==> src/rtl/mem_port_arbiter.sv <==
`default_nettype none
// ============================================================================
// mem_port_arbiter: shares one single-ported memory between fetch and load/store
// Revision: 1.0
// ============================================================================

module mem_port_arbiter #(
  parameter int unsigned ADDR_W         = 32,
  parameter int unsigned DATA_W         = 32,
  parameter int unsigned TIMEOUT_CYCLES = 16,
  parameter int unsigned MAX_D_STREAK   = 4
) (
  input  logic              clk_i,
  input  logic              rst_i,
  input  logic              if_req_i,
  input  logic [ADDR_W-1:0] if_addr_i,
  output logic [DATA_W-1:0] if_rdata_o,
  output logic              if_ack_o,
  input  logic              d_req_i,
  input  logic              d_we_i,
  input  logic [ADDR_W-1:0] d_addr_i,
  input  logic [DATA_W-1:0] d_wdata_i,
  output logic [DATA_W-1:0] d_rdata_o,
  output logic              d_ack_o,
  output logic              mem_req_o,
  output logic              mem_we_o,
  output logic [ADDR_W-1:0] mem_addr_o,
  output logic [DATA_W-1:0] mem_wdata_o,
  input  logic [DATA_W-1:0] mem_rdata_i,
  input  logic              mem_ready_i,
  output logic              stall_o,
  output logic              err_o
);

  localparam int unsigned TIMER_W  = $clog2(TIMEOUT_CYCLES + 1);
  localparam int unsigned STREAK_W = $clog2(MAX_D_STREAK + 1);

  localparam logic [TIMER_W-1:0]  TIMER_LAST = TIMER_W'(TIMEOUT_CYCLES - 1);
  localparam logic [STREAK_W-1:0] STREAK_MAX = STREAK_W'(MAX_D_STREAK);

  localparam logic [1:0] ST_IDLE    = 2'd0;
  localparam logic [1:0] ST_BUSY_IF = 2'd1;
  localparam logic [1:0] ST_BUSY_D  = 2'd2;

  logic [1:0]          state_q,     state_d;
  logic [STREAK_W-1:0] streak_q,    streak_d;
  logic [TIMER_W-1:0]  timer_q,     timer_d;
  logic                mem_req_q,   mem_req_d;
  logic                mem_we_q,    mem_we_d;
  logic [ADDR_W-1:0]   mem_addr_q,  mem_addr_d;
  logic [DATA_W-1:0]   mem_wdata_q, mem_wdata_d;
  logic [DATA_W-1:0]   if_rdata_q,  if_rdata_d;
  logic [DATA_W-1:0]   d_rdata_q,   d_rdata_d;
  logic                if_ack_q,    if_ack_d;
  logic                d_ack_q,     d_ack_d;
  logic                err_q,       err_d;

  logic if_elig;
  logic d_elig;
  logic grant_d;
  logic grant_if;
  logic owner_d;

  // A requester still holding req during its own ack cycle is not re-granted.
  assign if_elig  = if_req_i & ~if_ack_q;
  assign d_elig   = d_req_i & ~d_ack_q;
  assign grant_d  = d_elig & (~if_elig | (streak_q != STREAK_MAX));
  assign grant_if = if_elig & ~grant_d;
  assign owner_d  = (state_q == ST_BUSY_D);

  always_comb begin
    state_d     = state_q;
    streak_d    = streak_q;
    timer_d     = timer_q;
    mem_req_d   = mem_req_q;
    mem_we_d    = mem_we_q;
    mem_addr_d  = mem_addr_q;
    mem_wdata_d = mem_wdata_q;
    if_rdata_d  = if_rdata_q;
    d_rdata_d   = d_rdata_q;
    if_ack_d    = 1'b0;
    d_ack_d     = 1'b0;
    err_d       = 1'b0;

    case (state_q)
      ST_IDLE: begin
        if (grant_d) begin
          state_d     = ST_BUSY_D;
          mem_req_d   = 1'b1;
          mem_we_d    = d_we_i;
          mem_addr_d  = d_addr_i;
          mem_wdata_d = d_wdata_i;
          timer_d     = '0;
          if (!if_req_i) begin
            streak_d = '0;
          end else if (streak_q != STREAK_MAX) begin
            streak_d = streak_q + STREAK_W'(1);
          end
        end else if (grant_if) begin
          state_d    = ST_BUSY_IF;
          mem_req_d  = 1'b1;
          mem_we_d   = 1'b0;
          mem_addr_d = if_addr_i;
          timer_d    = '0;
          streak_d   = '0;
        end
      end

      ST_BUSY_IF, ST_BUSY_D: begin
        if (mem_ready_i) begin
          // Stores capture read data too; the value is simply unused.
          state_d   = ST_IDLE;
          mem_req_d = 1'b0;
          mem_we_d  = 1'b0;
          if (owner_d) begin
            d_ack_d   = 1'b1;
            d_rdata_d = mem_rdata_i;
          end else begin
            if_ack_d   = 1'b1;
            if_rdata_d = mem_rdata_i;
          end
        end else if (timer_q == TIMER_LAST) begin
          state_d   = ST_IDLE;
          mem_req_d = 1'b0;
          mem_we_d  = 1'b0;
          err_d     = 1'b1;
          if (owner_d) begin
            d_ack_d   = 1'b1;
            d_rdata_d = '0;
          end else begin
            if_ack_d   = 1'b1;
            if_rdata_d = '0;
          end
        end else begin
          timer_d = timer_q + TIMER_W'(1);
        end
      end

      default: begin
        state_d   = ST_IDLE;
        mem_req_d = 1'b0;
        mem_we_d  = 1'b0;
      end
    endcase
  end

  always_ff @(posedge clk_i or negedge rst_i) begin
    if (!rst_i) begin
      state_q     <= ST_IDLE;
      streak_q    <= '0;
      timer_q     <= '0;
      mem_req_q   <= 1'b0;
      mem_we_q    <= 1'b0;
      mem_addr_q  <= '0;
      mem_wdata_q <= '0;
      if_rdata_q  <= '0;
      d_rdata_q   <= '0;
      if_ack_q    <= 1'b0;
      d_ack_q     <= 1'b0;
      err_q       <= 1'b0;
    end else begin
      state_q     <= state_d;
      streak_q    <= streak_d;
      timer_q     <= timer_d;
      mem_req_q   <= mem_req_d;
      mem_we_q    <= mem_we_d;
      mem_addr_q  <= mem_addr_d;
      mem_wdata_q <= mem_wdata_d;
      if_rdata_q  <= if_rdata_d;
      d_rdata_q   <= d_rdata_d;
      if_ack_q    <= if_ack_d;
      d_ack_q     <= d_ack_d;
      err_q       <= err_d;
    end
  end

  assign mem_req_o   = mem_req_q;
  assign mem_we_o    = mem_we_q;
  assign mem_addr_o  = mem_addr_q;
  assign mem_wdata_o = mem_wdata_q;
  assign if_rdata_o  = if_rdata_q;
  assign d_rdata_o   = d_rdata_q;
  assign if_ack_o    = if_ack_q;
  assign d_ack_o     = d_ack_q;
  assign err_o       = err_q;
  assign stall_o     = (if_req_i & ~if_ack_q) | (d_req_i & ~d_ack_q);

endmodule

`default_nettype wire

==> config.mk <==
export PLATFORM = sky130hd
export DESIGN_NAME = mem_port_arbiter
export DESIGN_NICKNAME = d
export VERILOG_FILES = /design/src/rtl/mem_port_arbiter.sv
export SDC_FILE = /design/constraint.sdc
export NUM_CORES = 1
export LEC_CHECK = 0
export ABC_CLOCK_PERIOD_IN_PS = 2950
export BUFFER_PORTS_ARGS = -buffer_cell sky130_fd_sc_hd__buf_2
export CELL_PAD_IN_SITES_DETAIL_PLACEMENT = 1
export CELL_PAD_IN_SITES_GLOBAL_PLACEMENT = 1
export CORE_ASPECT_RATIO = 0.9
export CORE_MARGIN = 2
export CORE_UTILIZATION = 37
export CTS_CLUSTER_DIAMETER = 150
export CTS_CLUSTER_SIZE = 40
export DETAILED_ROUTE_END_ITERATION = 7
export PLACE_DENSITY_LB_ADDON = 0.1
export REMOVE_ABC_BUFFERS = 1
export SLEW_MARGIN = 20
export SYNTH_ARGS = -nofsm -noshare
export SYNTH_HDL_FRONTEND = slang
export SYNTH_SLANG_ARGS = --single-unit
export TNS_END_PERCENT = 20
==> constraint.sdc <==
create_clock -name clk_i -period 2.95 [get_ports clk_i]
set_input_delay 0.59 -clock clk_i [delete_from_list [all_inputs] [get_ports clk_i]]
set_output_delay 0.59 -clock clk_i [all_outputs]
set_load 0.01 [all_outputs]
Word level (Yosys, flattened, before mapping) --
Index checks and enable logic that the tools add are counted.
Word-level totals: register bits 143, word-level logic and storage cells 89
Operators by class: add/subtract/negate cells 2, equality and inequality tests 9, mux-type cells 43, bitwise logic cells 11, reductions and logical operators 12
Operators by type and width (number):
- $mux 32 | 10
- $mux 5 | 4
- $mux 1 | 17
- $mux 3 | 4
- $pmux 5 s2 | 1
- $ne 3x3->1 const B | 3
- $reduce_and 3->1 | 3
- $mux 2 | 4
- $reduce_and 2->1 | 3
- $reduce_bool 2->1 | 3
- $add 5x1->5 const B | 1
- $eq 5x4->1 const B | 1
- $not 1->1 | 5
- $and 1x1->1 | 4
- $ne 2x2->1 const B | 2
- $pmux 1 s2 | 2
- $pmux 2 s2 | 1
- $reduce_and 4->1 | 1
- $add 3x1->3 const B | 1
- $ne 3x2->1 const B | 1
- $eq 2x1->1 const B | 1
- $eq 2x2->1 const B | 1
- $logic_not 2->1 | 1
- $or 1x1->1 | 2
- $reduce_or 2->1 | 1

Depth between registers and ports, before layout --
depth in word-level cells 10, gate-level depth with buffers 9

Worst setup path after synthesis --
Ideal clock, no wire load.
kind reg2reg, start register timer_q[0], end register timer_q[3], library setup time 120 ps, data arrival time 1870 ps, data required time 2830 ps, setup slack 960 ps, stages on the path, launching flop included 9, buffers on the path 1, period minus slack after synthesis 1990 ps, cell sequence dfrtp_1 > ha_1 > and3_1 > ha_1 > or3b_2 > clkbuf_1 > nor2_1 > nand3_1 > o211a_1
Between the ends: cells in the longest elaborated chain, start to end 4
Ends and longest elaborated chain:
- start: declaration | RTL line 47 | logic [TIMER_W-1:0] timer_q, timer_d;
- start signal: assignment | RTL line 164 | timer_q <= timer_d;
- $add 5x1->5 | RTL line 135 | timer_d = timer_q + TIMER_W'(1);
- $mux 5 | RTL line 122 | end else if (timer_q == TIMER_LAST) begin
- $mux 5 | RTL line 110 | if (mem_ready_i) begin
- $pmux 5 s2 | RTL line 85 | case (state_q)
Several ways; a longest one is shown, not always the timed one. The select of a mux whose other input is x is not followed. A chain may end at the register's enable or synchronous reset.

Worst setup path after layout --
start register timer_q[1], end register if_rdata_q[7], in the netlist if_rdata_o[7]
Between the ends: cells in the longest elaborated chain, start to end 3
Ends and longest elaborated chain:
- $eq 5x4->1 | RTL line 122
- $reduce_bool 2->1 (no source line)
- $reduce_and 3->1 (no source line)
- end signal: assignment | RTL line 169 | if_rdata_q <= if_rdata_d;
- end: declaration | RTL line 52 | logic [DATA_W-1:0] if_rdata_q, if_rdata_d;
No other way between the ends.

==> results.json <==
{
  "grt_util_met3_pct": 6.59,
  "timing.final.crit_share_pct": 80.5,
  "cts_tree": "done",
  "floorplan.initialDensity_pct": 37.6,
  "n_fill_cell": 1912,
  "setup_violations": 0,
  "maxSlewViolCount": 0,
  "arrival_ns": 2.66,
  "synth_cells": 588,
  "slew_headroom_pct": 52.6,
  "synth_top_cell_area_share_pct": 59.4,
  "worstMarginPinSlew_ns": 0.711,
  "rsz0062_at_grt": "false",
  "synth-xor-area-share_pct": 0,
  "p_comb_share_pct": 39.8,
  "wirelength_mm": 17.5,
  "synthTopCellsByArea": "dfrtp_1, nand2_1, mux2_4",
  "core_sq_um": 16000,
  "whs_ns": 0.177,
  "synth_area_per_cell_sq_um": 10.3,
  "placed_cell_area_sq_um": 7580,
  "synth-compound-area-share_pct": 12.1,
  "ctsResizeCount": 0,
  "nNetsFinal": 988,
  "wl_per_cell_um": 16.4,
  "die_height_um": 125,
  "switching_power_mw": 3.41,
  "cp.required_ns": 3.23,
  "dieArea_sq_um": 17300,
  "fin_ws_ns": 0.577,
  "antenna_found_initial": 2,
  "drt_first_pass_iters": 4,
  "ant_nets": 0,
  "yosys-mux-area-fraction_pct": 7.95,
  "p_total_mw": 8.95,
  "clock.fmax_mhz": 421,
  "cp-start-kind": "flip-flop",
  "holdCritPathClass": "in2async",
  "stdcell_area_sq_um": 8130,
  "busiest_layer": "met2",
  "clkSinkCount": 143,
  "gp_congestion": 0.814,
  "drive_above_1_share_pct": 40.9,
  "cp_max_fo": 47,
  "p_per_area_nw_per_um2": 1100,
  "maxCapViolCount": 0,
  "ys_top_cells_by_count": "nand2_1, dfrtp_1, o21ai_0",
  "fin_util_pct": 50.8,
  "rows": 44,
  "cts_root_buffer": "clkbuf_16",
  "synthSimpleGateAreaFrac_pct": 15.5,
  "clock_latency_ns": 0.42,
  "cts_setup_buffers": 0,
  "grt_pass1_wl_mm": 28.6,
  "avgViaCountPerCell": 4.94,
  "power_frac_seq_pct": 37.9,
  "ys_ff_latch": 143,
  "p_int_mw": 5.54,
  "grt_usage_pct": 20.3,
  "p_leak_nw": 4.23,
  "use_met2_pct": 34.4,
  "yosysMostFrequentCell": "nand2_1",
  "grt_pass1_vias": 5711,
  "pwr-share-clk_pct": 22.3,
  "yosys.area_share.adder_pct": 1.25,
  "die_w_um": 139,
  "syn_area_sq_um": 6030,
  "crit_type": "reg2reg",
  "end_kind": "flip-flop",
  "hpwl_mm": 12.3,
  "area_growth_pct": 34.9,
  "clk_path_buf_depth": 2,
  "finClkSkew_ns": 0.00982,
  "synth_flop_cell": "dfrtp_1",
  "post-place-ws_ns": 0.576,
  "first_iter_violations": 205,
  "overflow": 0,
  "min_period_ns": 2.37,
  "ys_types": 42,
  "ctsHoldBuffers": 0,
  "route.detailed.drc": 0,
  "h-tree-depth": 4,
  "synthArstFlopShare_pct": 100,
  "sw_frac_of_total_pct": 38.1,
  "yosysSeqAreaShare_pct": 59.4,
  "grt_max_degree": 75,
  "vdd_drop_max_v": 0.000457,
  "synth_warnings": 0,
  "cts-buffers-inserted": 17,
  "clk_pin_slew_ns": 0.06,
  "yosys.area.top_type": "dfrtp_1",
  "num_vias": 5283,
  "synth_edf_count": 0,
  "met1_usage_pct": 24.9,
  "report.final.hold_viol_count": 0,
  "synth_top_family_by_area": "simple AND/OR/NAND/NOR gates",
  "outcome": "completed",
  "io_buffers": 267,
  "boundaryPins": 268
}
-- sequential cells by signal, summed over array words and instances (netlist names), 2 cells and up --
| name | flops |
|---|---|
| mem_addr_o | 32 |
| if_rdata_o | 32 |
| state_q | 2 |
| mem_wdata_o | 32 |
| streak_q | 3 |
| timer_q | 5 |
| d_rdata_o | 32 |
-- final cells by class --
| cell class | count | area [sq um] | area share, % |
|---|---|---|---|
| Antenna cell | 1 | 2.50 | 0.0308 |
| Clock buffer | 18 | 439 | 5.40 |
| Clock inverter | 14 | 110 | 1.35 |
| Inverter | 12 | 45.0 | 0.554 |
| Multi-Input combinational cell | 396 | 2240 | 27.5 |
| Sequential cell | 143 | 3580 | 44.0 |
| Tap cell | 207 | 259 | 3.18 |
| Timing Repair Buffer | 278 | 1460 | 18.0 |
-- cells by family after synthesis --
group                    Yosys count
flip-flops                       143
AO/OA/AOI/OAI                    124
AND/OR/NAND/NOR                  233
adder cells (fa/ha/maj)            6
multiplexers                      33
buffers and inverters             49
-- routing by layer --
metal,routed length (um),up-vias
li1,-,2502
met1,7440,2571
met2,8470,184
met3,1290,24
met4,310,2
met5,12,-
-- worst paths after layout --
kind,slack (ns),endpoint,cells after the start,start
hold reg to reg,0.48,if_rdata_o[19],2,if_rdata_o[19]
setup reg to reg,0.58,if_rdata_o[7],8,timer_q[1]
hold / removal,0.18,d_rdata_o[4],1,rst_i
setup / recovery,0.58,if_rdata_o[7],8,timer_q[1]
min in group clk_i,0.40,mem_wdata_o[30],2,d_wdata_i[30]
max in group asynchronous,1.93,d_rdata_o[31],2,rst_i
-- power groups by stage --
stage          clock network (mW)  logic, mW  registers (mW)
2_1_floorplan                   0       1.59            3.79
3_3_place_gp                    0       3.48            3.36
3_5_place_dp                    0       3.61            3.41
4_1_cts                      2.05       3.62            3.40
5_1_grt                      2.12       3.94            3.52
6_report                     1.99       3.57            3.39
-- metrics by stage --
| step | std cells | setup TNS [ns] |
|---|---|---|
| after floorplan | 551 | -30.46 |
| after global placement | 1036 | 0 |
| after detailed placement | 1036 | 0 |
| after CTS | 1068 | 0 |
| after global routing | 1069 | 0 |
| final | 1069 | 0 |
-- worst max-delay path, cell delays in order (launching register included) --
cell     delay [ns]
dfrtp_1        0.44
ha_1           0.23
and3_1         0.16
ha_1           0.21
nor2_1         0.13
or3_2          0.63
buf_12         0.25
nand2_1        0.09
o21ai_0        0.09
-- cell usage in the layout (no fill, tap or decap), types with 6 or more instances in the layout --
cell type and instances:
nor2_1 40, clkbuf_16 17, nand3_1 8, buf_4 8, clkinvlp_4 6, inv_1 11, buf_2 266, ha_1 6
a21oi_1 7, dfrtp_1 143, nand2_1 169, mux2_4 29, o21ai_0 66, a31oi_1 34
Power figures use the tool's default switching activity.
